`src/rtl/mc_ctrl_pkg.sv`:
```
// -----------------------------------------------------------------------------
// mc_ctrl_pkg
//   Shared definitions for the multi-cycle RV32I sequencing controller:
//   FSM state encoding, opcode values, ALUOp/ALUControl codes and the
//   ResultSrc / ALUSrcA / ALUSrcB / ImmSrc select encodings.
//   No ports (package).
// -----------------------------------------------------------------------------
package mc_ctrl_pkg;

    typedef enum logic [3:0] {
        S_FETCH    = 4'd0,
        S_DECODE   = 4'd1,
        S_MEMADR   = 4'd2,
        S_MEMREAD  = 4'd3,
        S_MEMWB    = 4'd4,
        S_MEMWRITE = 4'd5,
        S_EXECR    = 4'd6,
        S_EXECI    = 4'd7,
        S_ALUWB    = 4'd8,
        S_JAL      = 4'd9,
        S_BEQ      = 4'd10,
        S_TRAP     = 4'd11
    } state_e;

    // Opcodes handled by the core
    localparam logic [6:0] OP_LW  = 7'b0000011;
    localparam logic [6:0] OP_SW  = 7'b0100011;
    localparam logic [6:0] OP_R   = 7'b0110011;
    localparam logic [6:0] OP_I   = 7'b0010011;
    localparam logic [6:0] OP_BEQ = 7'b1100011;
    localparam logic [6:0] OP_JAL = 7'b1101111;

    // ALUOp: what the ALU decoder is asked to produce
    localparam logic [1:0] ALUOP_ADD   = 2'b00;
    localparam logic [1:0] ALUOP_SUB   = 2'b01;
    localparam logic [1:0] ALUOP_FUNCT = 2'b10;

    // ALUControl codes
    localparam logic [2:0] ALU_ADD = 3'b000;
    localparam logic [2:0] ALU_SUB = 3'b001;
    localparam logic [2:0] ALU_AND = 3'b010;
    localparam logic [2:0] ALU_OR  = 3'b011;
    localparam logic [2:0] ALU_SLT = 3'b101;

    // ResultSrc
    localparam logic [1:0] RES_ALUOUT = 2'b00;
    localparam logic [1:0] RES_DATA   = 2'b01;
    localparam logic [1:0] RES_ALURES = 2'b10;

    // ALUSrcA
    localparam logic [1:0] SRCA_PC    = 2'b00;
    localparam logic [1:0] SRCA_OLDPC = 2'b01;
    localparam logic [1:0] SRCA_RD1   = 2'b10;

    // ALUSrcB
    localparam logic [1:0] SRCB_RD2  = 2'b00;
    localparam logic [1:0] SRCB_IMM  = 2'b01;
    localparam logic [1:0] SRCB_FOUR = 2'b10;

    // ImmSrc
    localparam logic [1:0] IMM_I = 2'b00;
    localparam logic [1:0] IMM_S = 2'b01;
    localparam logic [1:0] IMM_B = 2'b10;
    localparam logic [1:0] IMM_J = 2'b11;

    // Immediate format implied by the opcode; unknown opcodes fall back to I.
    function automatic logic [1:0] imm_src_of(input logic [6:0] op_i);
        logic [1:0] imm_v;
        case (op_i)
            OP_SW:   imm_v = IMM_S;
            OP_BEQ:  imm_v = IMM_B;
            OP_JAL:  imm_v = IMM_J;
            default: imm_v = IMM_I;
        endcase
        return imm_v;
    endfunction

endpackage

```
`src/rtl/mc_alu_dec.sv`:
```
// -----------------------------------------------------------------------------
// mc_alu_dec
//   Combinational ALU decoder.
//   Ports:
//     alu_op      in  2  00 add, 01 sub, 10 decode from funct fields
//     funct3      in  3  instr[14:12]
//     funct7b5    in  1  instr[30]
//     op_b5       in  1  instr[5] (distinguishes R-type from I-type)
//     alu_control out 3  ALUControl code
// -----------------------------------------------------------------------------
module mc_alu_dec
    import mc_ctrl_pkg::*;
(
    input  logic [1:0] alu_op,
    input  logic [2:0] funct3,
    input  logic       funct7b5,
    input  logic       op_b5,
    output logic [2:0] alu_control
);

    // ALUOp / funct field decode
    always_comb begin
        alu_control = ALU_ADD;
        case (alu_op)
            ALUOP_ADD: alu_control = ALU_ADD;
            ALUOP_SUB: alu_control = ALU_SUB;
            ALUOP_FUNCT: begin
                case (funct3)
                    // addi never subtracts: only R-type (op[5]=1) honours funct7b5
                    3'b000: begin
                        if (op_b5 && funct7b5) begin
                            alu_control = ALU_SUB;
                        end else begin
                            alu_control = ALU_ADD;
                        end
                    end
                    3'b010:  alu_control = ALU_SLT;
                    3'b110:  alu_control = ALU_OR;
                    3'b111:  alu_control = ALU_AND;
                    default: alu_control = ALU_ADD;
                endcase
            end
            default: alu_control = ALU_ADD;
        endcase
    end

endmodule

```
`src/rtl/multicycle_ctrl.sv`:
```
// -----------------------------------------------------------------------------
// multicycle_ctrl
//   Sequencing FSM for the multi-cycle RV32I core (lw, sw, R-type, I-type ALU,
//   beq, jal; any other opcode traps). One memory port is shared between
//   instruction fetch and data access through a req/ready handshake.
//   Optional feature macro: MC_CTRL_PERF_EN builds cycle/instret counters;
//   without it both counter ports are tied to zero and no counter flops exist.
//   Ports:
//     clk, rst (async, active-low)
//     op[6:0], funct3[2:0], funct7b5, zero, mem_ready           -- inputs
//     mem_req, MemWrite, AdrSrc, IRWrite, PCWrite, RegWrite      -- strobes/addr
//     ResultSrc[1:0], ALUSrcA[1:0], ALUSrcB[1:0], ImmSrc[1:0]    -- selects
//     ALUControl[2:0], illegal                                   -- ALU op, trap flag
//     cycle_cnt[CNT_W-1:0], instret_cnt[CNT_W-1:0]               -- perf counters
// -----------------------------------------------------------------------------
module multicycle_ctrl
    import mc_ctrl_pkg::*;
#(
    parameter int CNT_W = 32
) (
    input  logic             clk,
    input  logic             rst,
    input  logic [6:0]       op,
    input  logic [2:0]       funct3,
    input  logic             funct7b5,
    input  logic             zero,
    input  logic             mem_ready,
    output logic             mem_req,
    output logic             MemWrite,
    output logic             AdrSrc,
    output logic             IRWrite,
    output logic             PCWrite,
    output logic             RegWrite,
    output logic [1:0]       ResultSrc,
    output logic [1:0]       ALUSrcA,
    output logic [1:0]       ALUSrcB,
    output logic [1:0]       ImmSrc,
    output logic [2:0]       ALUControl,
    output logic             illegal,
    output logic [CNT_W-1:0] cycle_cnt,
    output logic [CNT_W-1:0] instret_cnt
);

    state_e     state_q;
    state_e     state_d;

    logic       mem_req_s;
    logic       mem_write_s;
    logic       adr_src_s;
    logic       ir_write_s;
    logic       pc_write_s;
    logic       reg_write_s;
    logic [1:0] result_src_s;
    logic [1:0] alu_src_a_s;
    logic [1:0] alu_src_b_s;
    logic [1:0] alu_op_s;
    logic [2:0] alu_control_s;
    logic       illegal_s;

    mc_alu_dec u_alu_dec (
        .alu_op      (alu_op_s),
        .funct3      (funct3),
        .funct7b5    (funct7b5),
        .op_b5       (op[5]),
        .alu_control (alu_control_s)
    );

    // State register
    always_ff @(posedge clk or negedge rst) begin
        if (!rst) begin
            state_q <= S_FETCH;
        end else begin
            state_q <= state_d;
        end
    end

    // Next-state and per-state control decode
    always_comb begin
        state_d      = state_q;
        mem_req_s    = 1'b0;
        mem_write_s  = 1'b0;
        adr_src_s    = 1'b0;
        ir_write_s   = 1'b0;
        pc_write_s   = 1'b0;
        reg_write_s  = 1'b0;
        result_src_s = RES_ALUOUT;
        alu_src_a_s  = SRCA_PC;
        alu_src_b_s  = SRCB_RD2;
        alu_op_s     = ALUOP_ADD;
        illegal_s    = 1'b0;
        case (state_q)
            S_FETCH: begin
                mem_req_s   = 1'b1;
                adr_src_s   = 1'b0;
                alu_src_a_s = SRCA_PC;
                alu_src_b_s = SRCB_FOUR;
                alu_op_s    = ALUOP_ADD;
                // PC+4 is taken straight from the ALU the cycle the fetch completes
                if (mem_ready) begin
                    ir_write_s   = 1'b1;
                    pc_write_s   = 1'b1;
                    result_src_s = RES_ALURES;
                    state_d      = S_DECODE;
                end else begin
                    state_d = S_FETCH;
                end
            end
            S_DECODE: begin
                // Branch/jump target OldPC+imm is parked in ALUOut here
                alu_src_a_s = SRCA_OLDPC;
                alu_src_b_s = SRCB_IMM;
                alu_op_s    = ALUOP_ADD;
                case (op)
                    OP_LW:   state_d = S_MEMADR;
                    OP_SW:   state_d = S_MEMADR;
                    OP_R:    state_d = S_EXECR;
                    OP_I:    state_d = S_EXECI;
                    OP_BEQ:  state_d = S_BEQ;
                    OP_JAL:  state_d = S_JAL;
                    default: state_d = S_TRAP;
                endcase
            end
            S_MEMADR: begin
                alu_src_a_s = SRCA_RD1;
                alu_src_b_s = SRCB_IMM;
                alu_op_s    = ALUOP_ADD;
                if (op == OP_SW) begin
                    state_d = S_MEMWRITE;
                end else begin
                    state_d = S_MEMREAD;
                end
            end
            S_MEMREAD: begin
                mem_req_s = 1'b1;
                adr_src_s = 1'b1;
                if (mem_ready) begin
                    state_d = S_MEMWB;
                end else begin
                    state_d = S_MEMREAD;
                end
            end
            S_MEMWB: begin
                result_src_s = RES_DATA;
                reg_write_s  = 1'b1;
                state_d      = S_FETCH;
            end
            S_MEMWRITE: begin
                mem_req_s   = 1'b1;
                mem_write_s = 1'b1;
                adr_src_s   = 1'b1;
                if (mem_ready) begin
                    state_d = S_FETCH;
                end else begin
                    state_d = S_MEMWRITE;
                end
            end
            S_EXECR: begin
                alu_src_a_s = SRCA_RD1;
                alu_src_b_s = SRCB_RD2;
                alu_op_s    = ALUOP_FUNCT;
                state_d     = S_ALUWB;
            end
            S_EXECI: begin
                alu_src_a_s = SRCA_RD1;
                alu_src_b_s = SRCB_IMM;
                alu_op_s    = ALUOP_FUNCT;
                state_d     = S_ALUWB;
            end
            S_ALUWB: begin
                result_src_s = RES_ALUOUT;
                reg_write_s  = 1'b1;
                state_d      = S_FETCH;
            end
            S_JAL: begin
                // PC <- target from DECODE while the ALU forms the link OldPC+4
                alu_src_a_s  = SRCA_OLDPC;
                alu_src_b_s  = SRCB_FOUR;
                alu_op_s     = ALUOP_ADD;
                result_src_s = RES_ALUOUT;
                pc_write_s   = 1'b1;
                state_d      = S_ALUWB;
            end
            S_BEQ: begin
                alu_src_a_s  = SRCA_RD1;
                alu_src_b_s  = SRCB_RD2;
                alu_op_s     = ALUOP_SUB;
                result_src_s = RES_ALUOUT;
                pc_write_s   = zero;
                state_d      = S_FETCH;
            end
            S_TRAP: begin
                illegal_s = 1'b1;
                state_d   = S_TRAP;
            end
            default: begin
                state_d = S_FETCH;
            end
        endcase
    end

    // Output stage: while reset is asserted every strobe and select reads 0,
    // so no write can escape in the cycle reset lands.
    always_comb begin
        if (rst) begin
            mem_req    = mem_req_s;
            MemWrite   = mem_write_s;
            AdrSrc     = adr_src_s;
            IRWrite    = ir_write_s;
            PCWrite    = pc_write_s;
            RegWrite   = reg_write_s;
            ResultSrc  = result_src_s;
            ALUSrcA    = alu_src_a_s;
            ALUSrcB    = alu_src_b_s;
            ImmSrc     = imm_src_of(op);
            ALUControl = alu_control_s;
            illegal    = illegal_s;
        end else begin
            mem_req    = 1'b0;
            MemWrite   = 1'b0;
            AdrSrc     = 1'b0;
            IRWrite    = 1'b0;
            PCWrite    = 1'b0;
            RegWrite   = 1'b0;
            ResultSrc  = 2'b00;
            ALUSrcA    = 2'b00;
            ALUSrcB    = 2'b00;
            ImmSrc     = 2'b00;
            ALUControl = 3'b000;
            illegal    = 1'b0;
        end
    end

`ifdef MC_CTRL_PERF_EN
    logic [CNT_W-1:0] cycle_cnt_q;
    logic [CNT_W-1:0] cycle_cnt_d;
    logic [CNT_W-1:0] instret_cnt_q;
    logic [CNT_W-1:0] instret_cnt_d;
    logic             retire_s;

    // An instruction retires on the edge that takes the FSM back to FETCH
    always_comb begin
        retire_s = 1'b0;
        case (state_q)
            S_MEMWB:    retire_s = 1'b1;
            S_ALUWB:    retire_s = 1'b1;
            S_BEQ:      retire_s = 1'b1;
            S_MEMWRITE: retire_s = mem_ready;
            default:    retire_s = 1'b0;
        endcase
    end

    // Counter next values; both freeze while trapped
    always_comb begin
        cycle_cnt_d   = cycle_cnt_q;
        instret_cnt_d = instret_cnt_q;
        if (state_q != S_TRAP) begin
            cycle_cnt_d = cycle_cnt_q + CNT_W'(1'b1);
            if (retire_s) begin
                instret_cnt_d = instret_cnt_q + CNT_W'(1'b1);
            end else begin
                instret_cnt_d = instret_cnt_q;
            end
        end else begin
            cycle_cnt_d   = cycle_cnt_q;
            instret_cnt_d = instret_cnt_q;
        end
    end

    // Counter registers
    always_ff @(posedge clk or negedge rst) begin
        if (!rst) begin
            cycle_cnt_q   <= {CNT_W{1'b0}};
            instret_cnt_q <= {CNT_W{1'b0}};
        end else begin
            cycle_cnt_q   <= cycle_cnt_d;
            instret_cnt_q <= instret_cnt_d;
        end
    end

    assign cycle_cnt   = cycle_cnt_q;
    assign instret_cnt = instret_cnt_q;
`else
    assign cycle_cnt   = {CNT_W{1'b0}};
    assign instret_cnt = {CNT_W{1'b0}};
`endif

endmodule

```
`config.mk`:
```
export PLATFORM = sky130hd
export DESIGN_NAME = multicycle_ctrl
export DESIGN_NICKNAME = d
export VERILOG_FILES = /design/src/rtl/mc_ctrl_pkg.sv /design/src/rtl/mc_alu_dec.sv /design/src/rtl/multicycle_ctrl.sv
export SDC_FILE = /design/constraint.sdc
export NUM_CORES = 1
export LEC_CHECK = 0
export ABC_AREA = 1
export ABC_CLOCK_PERIOD_IN_PS = 1900
export BUFFER_PORTS_ARGS = -buffer_cell sky130_fd_sc_hd__buf_2
export CAP_MARGIN = 20
export CORE_AREA = 2 2 65 67
export CTS_CLUSTER_DIAMETER = 200
export DETAILED_ROUTE_END_ITERATION = 16
export DIE_AREA = 0 0 67 69
export PLACE_DENSITY = 0.7
export SYNTH_ARGS = -nofsm -noshare
export SYNTH_HDL_FRONTEND = slang
export SYNTH_SLANG_ARGS = --single-unit
```
`constraint.sdc`:
```
create_clock -name clk -period 1.9 [get_ports clk]
set_input_delay 0.38 -clock clk [delete_from_list [all_inputs] [get_ports clk]]
set_output_delay 0.38 -clock clk [all_outputs]
set_load 0.02 [all_outputs]
```
# Yosys cells after proc, flatten, opt, wreduce, memory -nomap -nowiden
# Index checks and enable logic that the tools add are counted.
# Widths: inputs -> output; s select.
# totals
reg_bits	4
inputBits	15
output_inout_bits	82
# classes
n_eq_ne	22
n_mux	35
n_reduce_logical	13
# ops
operator	count
$pmux 4 s7	1
$pmux 4 s5	1
$eq 4x3->1 const B	4
$eq 4x4->1 const B	4
$mux 1	16
$pmux 2 s2	4
$eq 7x6->1 const B	2
$eq 7x7->1 const B	2
$mux 3	4
$pmux 3 s4	1
$reduce_or 2->1	6
$mux 2	5
$reduce_or 3->1	3
$eq 4x2->1 const B	2
$eq 7x2->1 const B	1
$eq 7x5->1 const B	1
$eq 3x3->1 const B	2
$pmux 2 s3	1
$pmux 3 s2	1
$eq 4x1->1 const B	1
$logic_not 4->1	1
$reduce_or 4->1	1
$eq 3x2->1 const B	1
$logic_not 3->1	1
other kinds (4)	4

# Longest topological paths before layout
# Gate-level depths: netlist (run 1).
# logic_depth
depth_word	6
mapped_depth	8
depth_no_buf	8

# Cells and area by module
# From an unflattened synthesis (run 1), not the netlist that was laid out.
# unflattened
cells_unflattened	181
area_unflattened_um2	1096.1
# by_module_without_submodules
module	instances	cells_each	area_per_inst_um2
multicycle_ctrl	1	164	1004.7
mc_alu_dec	1	17	91.3

# Worst setup path after synthesis (run 1)
# No wires, ideal clock.
# synth_path
kind	reg2out
from	register state_q[2]
to	output port ALUControl[2]
t_arrival_ns	1.677
required_ns	1.520
slack_ns	-0.157
path_stages_with_launch	7
cell_sequence	dfrtp_1 -> inv_1 -> nor2_2 -> nand2_1 -> inv_1 -> ha_1 -> nor4_1
# synth_via
elab_chain_len	6
# synth_lines
item	line_no	text
from (decl)	multicycle_ctrl.sv:44	state_e state_q;
from (signal assigned)	multicycle_ctrl.sv:73	state_q <= state_d;
$eq 4x3->1	multicycle_ctrl.sv:91	case (state_q)
$reduce_or 2->1 (no line)	--	
$pmux 2 s2 *	multicycle_ctrl.sv:91	
$eq 2x2->1 or $eq 2x1->1 (tied branches)	mc_alu_dec.sv:24	case (alu_op)
$pmux 3 s2 *	mc_alu_dec.sv:24	
$mux 3 *	multicycle_ctrl.sv:204	if (rst) begin
to (decl)	multicycle_ctrl.sv:38	output logic [2:0] ALUControl,
# Mark *: on every way between the ends. The rest lies on a longest branch, timed or not.

# Final worst setup path (run 1)
# Same ends and word-level chain as after synthesis.

==> results of run 1 <==
==> layer usage <==
metal  track usage  routed length, um  vias to the layer above
li1              -                  -                      480
met1         0.111                860                      418
met2         0.152               1200                       50
met3        0.0245                215                        8
met4        0.0499                 62                        0
met5             0                  0                        -
==> Yosys cell counts <==
cell	n	area [um2]
a21oi_1	7	35.0
nand3b_1	1	7.51
o211ai_1	2	15.0
dfrtp_1	4	100
o21ai_1	1	5.00
nor2_4	1	11.3
or2_2	1	6.26
o21ai_0	2	10.0
o21bai_1	1	7.51
a31oi_1	1	6.26
nor3_1	4	20.0
nor2_2	3	18.8
nand3_1	8	40.0
and2_4	1	8.76
buf_4	66	495
nor4_1	1	6.26
nor2_1	13	48.8
conb_1	1	3.75
a21oi_2	1	8.76
inv_1	19	71.3
nand2_1	28	105
ha_1	2	25.0
==> cells by family (layout without fill, tap and decap cells) <==
family          count (synthesis)  in the layout  share of synthesized area
compound gates                 15             15                     0.0829
fa+ha+maj                       2              2                     0.0237
buf+inv                        85             67                      0.537
flops                           4              4                     0.0948
other cells                     1             64                    0.00355
simple gates                   61             61                      0.258
==> layout by cell type (no fill, tap or decap) <==
| cell | Yosys | layout |
|---|---|---|
| nand3b_1 | 1 | 1 |
| dlygate4sd3_1 | 0 | 1 |
| nand2_1 | 28 | 19 |
| buf_2 | 0 | 27 |
| a21oi_1 | 7 | 6 |
| nor4_4 | 0 | 1 |
| nand2_4 | 0 | 2 |
| ha_4 | 0 | 2 |
| nor2_4 | 1 | 5 |
| nor2_1 | 13 | 11 |
| nor2_2 | 3 | 1 |
| conb_1 | 1 | 64 |
| nand2_2 | 0 | 7 |
| and2_4 | 1 | 1 |
| o21bai_1 | 1 | 1 |
| buf_4 | 66 | 15 |
| or2_4 | 0 | 1 |
| dfrtp_1 | 4 | 2 |
| buf_6 | 0 | 2 |
| inv_2 | 0 | 5 |
| nand3_2 | 0 | 1 |
| nand3_1 | 8 | 7 |
| a31oi_1 | 1 | 1 |
| o21ai_1 | 1 | 1 |
| o21ai_0 | 2 | 2 |
| inv_1 | 19 | 14 |
| nor3_1 | 4 | 4 |
| a21oi_4 | 0 | 1 |
| dfrtp_2 | 0 | 2 |
| a21oi_2 | 1 | 1 |
| o211ai_1 | 2 | 2 |
| clkbuf_8 | 0 | 3 |
==> stage by stage <==
step                setup TNS (ns)  cell area [um2]
finish                     -0.0576             1300
global route                -0.261             1300
CTS                         -0.157             1220
detailed placement         -0.0450             1070
global placement          -0.00114             1070
floorplan                        0             1300
==> where the power goes <==
part           internal, mW  leakage [nW]  switching (mW)  total, mW
logic                 0.354         0.712           0.614      0.968
clock network         0.135        0.0216          0.0467      0.182
registers             0.127        0.0479          0.0460      0.173
total                 0.616         0.782           0.707       1.32
==> worst max-delay path: cells and delay by family (launching register included) <==
kind,cells,cell delay [ns]
flip-flops,1,0.43
adder cells (fa/ha/maj),1,0.24
buffers and inverters,3,0.31
AND/OR/NAND/NOR,3,0.35
==> path summary, 6_finish.rpt <==
check                      depth (start not counted)  slack (ns)       endpoint       start
hold / removal                                     3        0.48     state_q[2]       op[4]
max in group asynchronous                          2        1.09     state_q[2]         rst
setup reg to reg                                   6        0.62     state_q[1]  state_q[2]
hold reg to reg                                    4        0.78     state_q[3]  state_q[3]
setup / recovery                                   7       -0.03  ALUControl[2]  state_q[2]
min in group asynchronous                          2        0.62     state_q[1]         rst
==> final cells by class <==
| cell class | count | share of cell area |
|---|---|---|
| Inverter | 19 | 0.0549 |
| Sequential cell | 4 | 0.0789 |
| Multi-Input combinational cell | 142 | 0.571 |
| Tap cell | 50 | 0.0481 |
| Timing Repair Buffer | 45 | 0.216 |
| Clock buffer | 3 | 0.0318 |
==> repair_timing <==
action                                 4_1_cts  5_1_grt
hold buffers                                 1        0
endpoints found under the hold margin        4        0
pin swaps                                    6        8
buffers inserted                             8        2
setup endpoints to repair                    6       11
gates resized for setup                     17       21
==> impl_metrics.json, run 1 <==
{
  "regArea_um2": 103,
  "io_buffers": 32,
  "worstHoldPathType": "in2reg",
  "synth.distinct_cells": 22,
  "hpwl_um": 1820,
  "first_pass_iters": 4,
  "die_area_um2": 4620,
  "grt_max_degree": 12,
  "numCtsBuffers": 3,
  "num-fill-cells": 447,
  "largest_reg_flops": 4,
  "startpoint_type": "flip-flop",
  "seq_area_frac_synth": 0.0948,
  "required_ns": 1.52,
  "antenna_left": 0,
  "arrival_ns": 1.55,
  "postSynthAreaPerCell_um2": 6.29,
  "grt_antenna_before_repair": 0,
  "drive_gt1_frac": 0.362,
  "htree_levels": 1,
  "top_register": "state_q",
  "ys_ff_latch": 4,
  "period_share": 1.02,
  "place_ws_ns": -0.0450,
  "power.total_mw": 1.32,
  "drt_wl_total_um": 2340,
  "fin_cells": 263,
  "grt-ovfl-total": 0,
  "die_w_um": 67,
  "final_nets": 232,
  "end_kind": "primary output",
  "cts_root_buf": "clkbuf_8",
  "hold_viol": 0,
  "syn_area_um2": 1060,
  "crit_fanout": 4,
  "cpPeakStageDelay_ns": 0.43,
  "syn2layout_area_growth_pct": 23.1,
  "die_h_um": 69,
  "viasPerCell": 3.63,
  "setup-violations-final": 2,
  "vias": 956,
  "grt_pass1_wl_um": 3370,
  "gp_congestion": 0.820,
  "crit_top_cell": "inv_2",
  "power.leakage_nw": 0.782,
  "diodes": 0,
  "clkTransAtPathRegs_ns": 0.03,
  "dp.cells": 253,
  "powerDensity_nw_per_um2": 1020,
  "max_cap_viol_count": 0,
  "post-route-util": 0.332,
  "row_count": 23,
  "grt_setup_unrepaired": "yes",
  "coreArea_um2": 3910,
  "clk_path_buf_depth": 2,
  "ys_warn_count": 0,
  "synth_cells": 168,
  "grt_use_total": 0.0941,
  "io_pins": 97,
  "fmax_mhz": 518,
  "worst_skew_pair.late_latency_ns": 0.22,
  "crit_chain": "inv_2 -> nor2_4 -> nand2_2 -> inv_2 -> ha_4 -> nor4_4 -> buf_4",
  "crit_type": "reg2out",
  "drcViolationCount": 0,
  "initialDrtViolationCount": 23,
  "vdd_drop_max_uv": 289,
  "status": "complete, but fails checks",
  "finClkSkew_ns": 0.00280,
  "cts_tree": "done",
  "slowest_stage": "dfrtp_2",
  "multiInputGateArea_um2": 742,
  "slew_violations": 0,
  "top_regs": "state_q: 4 flops",
  "wire_per_inst_um": 8.89,
  "start_util": 0.270,
  "setup_slack_ns": -0.0292,
  "hold_slack_ns": 0.482,
  "violations": "setup timing",
  "grt_pass1_vias": 794,
  "period_needed_ns": 1.93,
  "cts.sinks": 4
}
Note: power is estimated with default switching activity, not from simulation.
==> inputs of run 2 (changes only) <==
--- a/config.mk
+++ b/config.mk
@@ -9,10 +9,10 @@
 export ABC_CLOCK_PERIOD_IN_PS = 1900
 export BUFFER_PORTS_ARGS = -buffer_cell sky130_fd_sc_hd__buf_2
 export CAP_MARGIN = 20
-export CORE_AREA = 2 2 65 67
+export CORE_AREA = 2 2 58 74
 export CTS_CLUSTER_DIAMETER = 200
 export DETAILED_ROUTE_END_ITERATION = 16
-export DIE_AREA = 0 0 67 69
+export DIE_AREA = 0 0 60 76
 export PLACE_DENSITY = 0.7
 export SYNTH_ARGS = -nofsm -noshare
 export SYNTH_HDL_FRONTEND = slang
==> impl_metrics.json, run 2 (synthesis results as in run 1) <==
{
  "vias": 949,
  "row_count": 26,
  "drcViolationCount": 0,
  "place_ws_ns": -0.00166,
  "numCtsBuffers": 3,
  "violations": "setup timing",
  "antenna_left": 0,
  "worstHoldPathType": "in2reg",
  "p_sw_frac": 0.539,
  "finClkSkew_ns": 0.00308,
  "wire_per_inst_um": 7.97,
  "power.switching_uw": 654,
  "hold_viol": 0,
  "crit_type": "reg2out",
  "hpwl_um": 1770,
  "largest_reg_flops": 4,
  "slew_violations": 0,
  "coreArea_um2": 3940,
  "final_common_cell": "conb_1",
  "startpoint_type": "flip-flop",
  "power_frac_clock": 0.150,
  "period_share": 1.04,
  "rr_endpoint": "state_q[1]",
  "p_seq_frac": 0.132,
  "drive_gt1_frac": 0.311,
  "arrival_ns": 1.60,
  "grt_pass1_vias": 726,
  "reg2reg_depth": 4,
  "r2r_start": "state_q[2]",
  "die_h_um": 76,
  "grt_max_degree": 12,
  "gp_congestion": 0.836,
  "io_pins": 97,
  "cts.sinks": 4,
  "end_kind": "primary output",
  "grt_use_total": 0.0893,
  "status": "complete, but fails checks",
  "min_to": "state_q[2]",
  "setup_slack_ns": -0.0799,
  "grt-ovfl-total": 0,
  "p_comb_frac": 0.719,
  "first_pass_iters": 4,
  "grt_antenna_before_repair": 0,
  "powerDensity_nw_per_um2": 981,
  "syn2layout_area_growth_pct": 17.2,
  "crit_fanout": 4,
  "worst_skew_pair.late_latency_ns": 0.22,
  "grt_pass1_wl_um": 3080,
  "clk_path_buf_depth": 2,
  "diodes": 0,
  "initialDrtViolationCount": 21,
  "drt_wl_total_um": 2110,
  "start_util": 0.268,
  "cts_root_buf": "clkbuf_8",
  "final_nets": 228,
  "worstHoldStart": "op[4]",
  "grt_setup_unrepaired": "yes",
  "p_int_uw": 560,
  "viasPerCell": 3.58,
  "rrSetupSlack_ns": 0.68,
  "setup-violations-final": 2,
  "vdd_drop_max_uv": 267,
  "top_register": "state_q",
  "die_w_um": 60,
  "final_cell_mix": "conb_1 (64), buf_2 (28), nand2_1 (23)",
  "top_regs": "state_q: 4 flops",
  "die_area_um2": 4560,
  "power.leakage_nw": 0.747,
  "hold_depth": 3,
  "cts_tree": "done",
  "required_ns": 1.52,
  "io_buffers": 32,
  "htree_levels": 1,
  "max_cap_viol_count": 0,
  "design_area_um2": 1240,
  "period_needed_ns": 1.98,
  "fmax_mhz": 505,
  "dpl_cell_area_um2": 1090,
  "clkTransAtPathRegs_ns": 0.03
}
[run 2: worst max-delay path, cell delays in order (launching register included)]
cell,delay (ns)
dfrtp_1,0.42
inv_1,0.08
nor2_2,0.11
nand2_2,0.08
inv_2,0.07
ha_4,0.20
or2_4,0.23
nor2_4,0.08
buf_6,0.11
[run 2: worst max path at each step]
stage,from,end,slack [ns]
finish,state_q[2],ALUControl[0],-0.08
global placement,state_q[3],ALUControl[0],0.02
CTS,state_q[2],ALUControl[0],-0.10
global route,state_q[2],ALUControl[0],-0.14
detailed placement,state_q[2],ALUControl[0],-0.002
floorplan,state_q[2],ALUControl[0],0.03
[run 2: through the flow]
| step | power (mW) | util | setup TNS (ns) | instances | hold WS [ns] |
|---|---|---|---|---|---|
| 3_5_place_dp | 0.938 | 0.277 | -0.00166 | 260 | 0.218 |
| 2_1_floorplan | 0.815 | - | 0 | 231 | 0.0844 |
| 3_3_place_gp | 0.927 | 0.277 | 0 | 260 | 0.220 |
| 4_1_cts | 1.18 | 0.309 | -0.352 | 266 | 0.492 |
| 5_1_grt | 1.33 | 0.314 | -0.331 | 265 | 0.539 |
| 6_report | 1.21 | 0.314 | -0.0933 | 265 | 0.498 |
[run 2: layout make-up]
| class | instances | area, um2 |
|---|---|---|
| Sequential cell | 4 | 100 |
| Clock buffer | 3 | 41.3 |
| Multi-Input combinational cell | 142 | 711 |
| Tap cell | 56 | 70.1 |
| Fill cell | 441 | 2700 |
| Inverter | 19 | 71.3 |
| Timing Repair Buffer | 41 | 244 |
[run 2: power groups by stage]
stage / sequential [mW] / combinational, mW / clock (mW)
2_1_floorplan: 0.158 / 0.657 / 0
3_3_place_gp: 0.156 / 0.771 / 0
3_5_place_dp: 0.158 / 0.779 / 0
4_1_cts: 0.157 / 0.838 / 0.189
5_1_grt: 0.166 / 0.966 / 0.195
6_report: 0.160 / 0.872 / 0.182
[run 2: per-layer routing]
| metal | GRT usage | part of all wire |
|---|---|---|
| met5 | 0 | 0 |
| met4 | 0.0400 | 0.016 |
| met3 | 0.0255 | 0.12 |
| met2 | 0.154 | 0.49 |
| met1 | 0.0964 | 0.38 |
[run 2: timing repair]
action / in CTS / in global routing
hold buffers: 1 / 0
hold endpoints to repair: 4 / 0
gates resized for setup: 14 / 10
pin swaps: 4 / 4
setup buffers: 3 / 1
setup endpoints to repair: 2 / 11
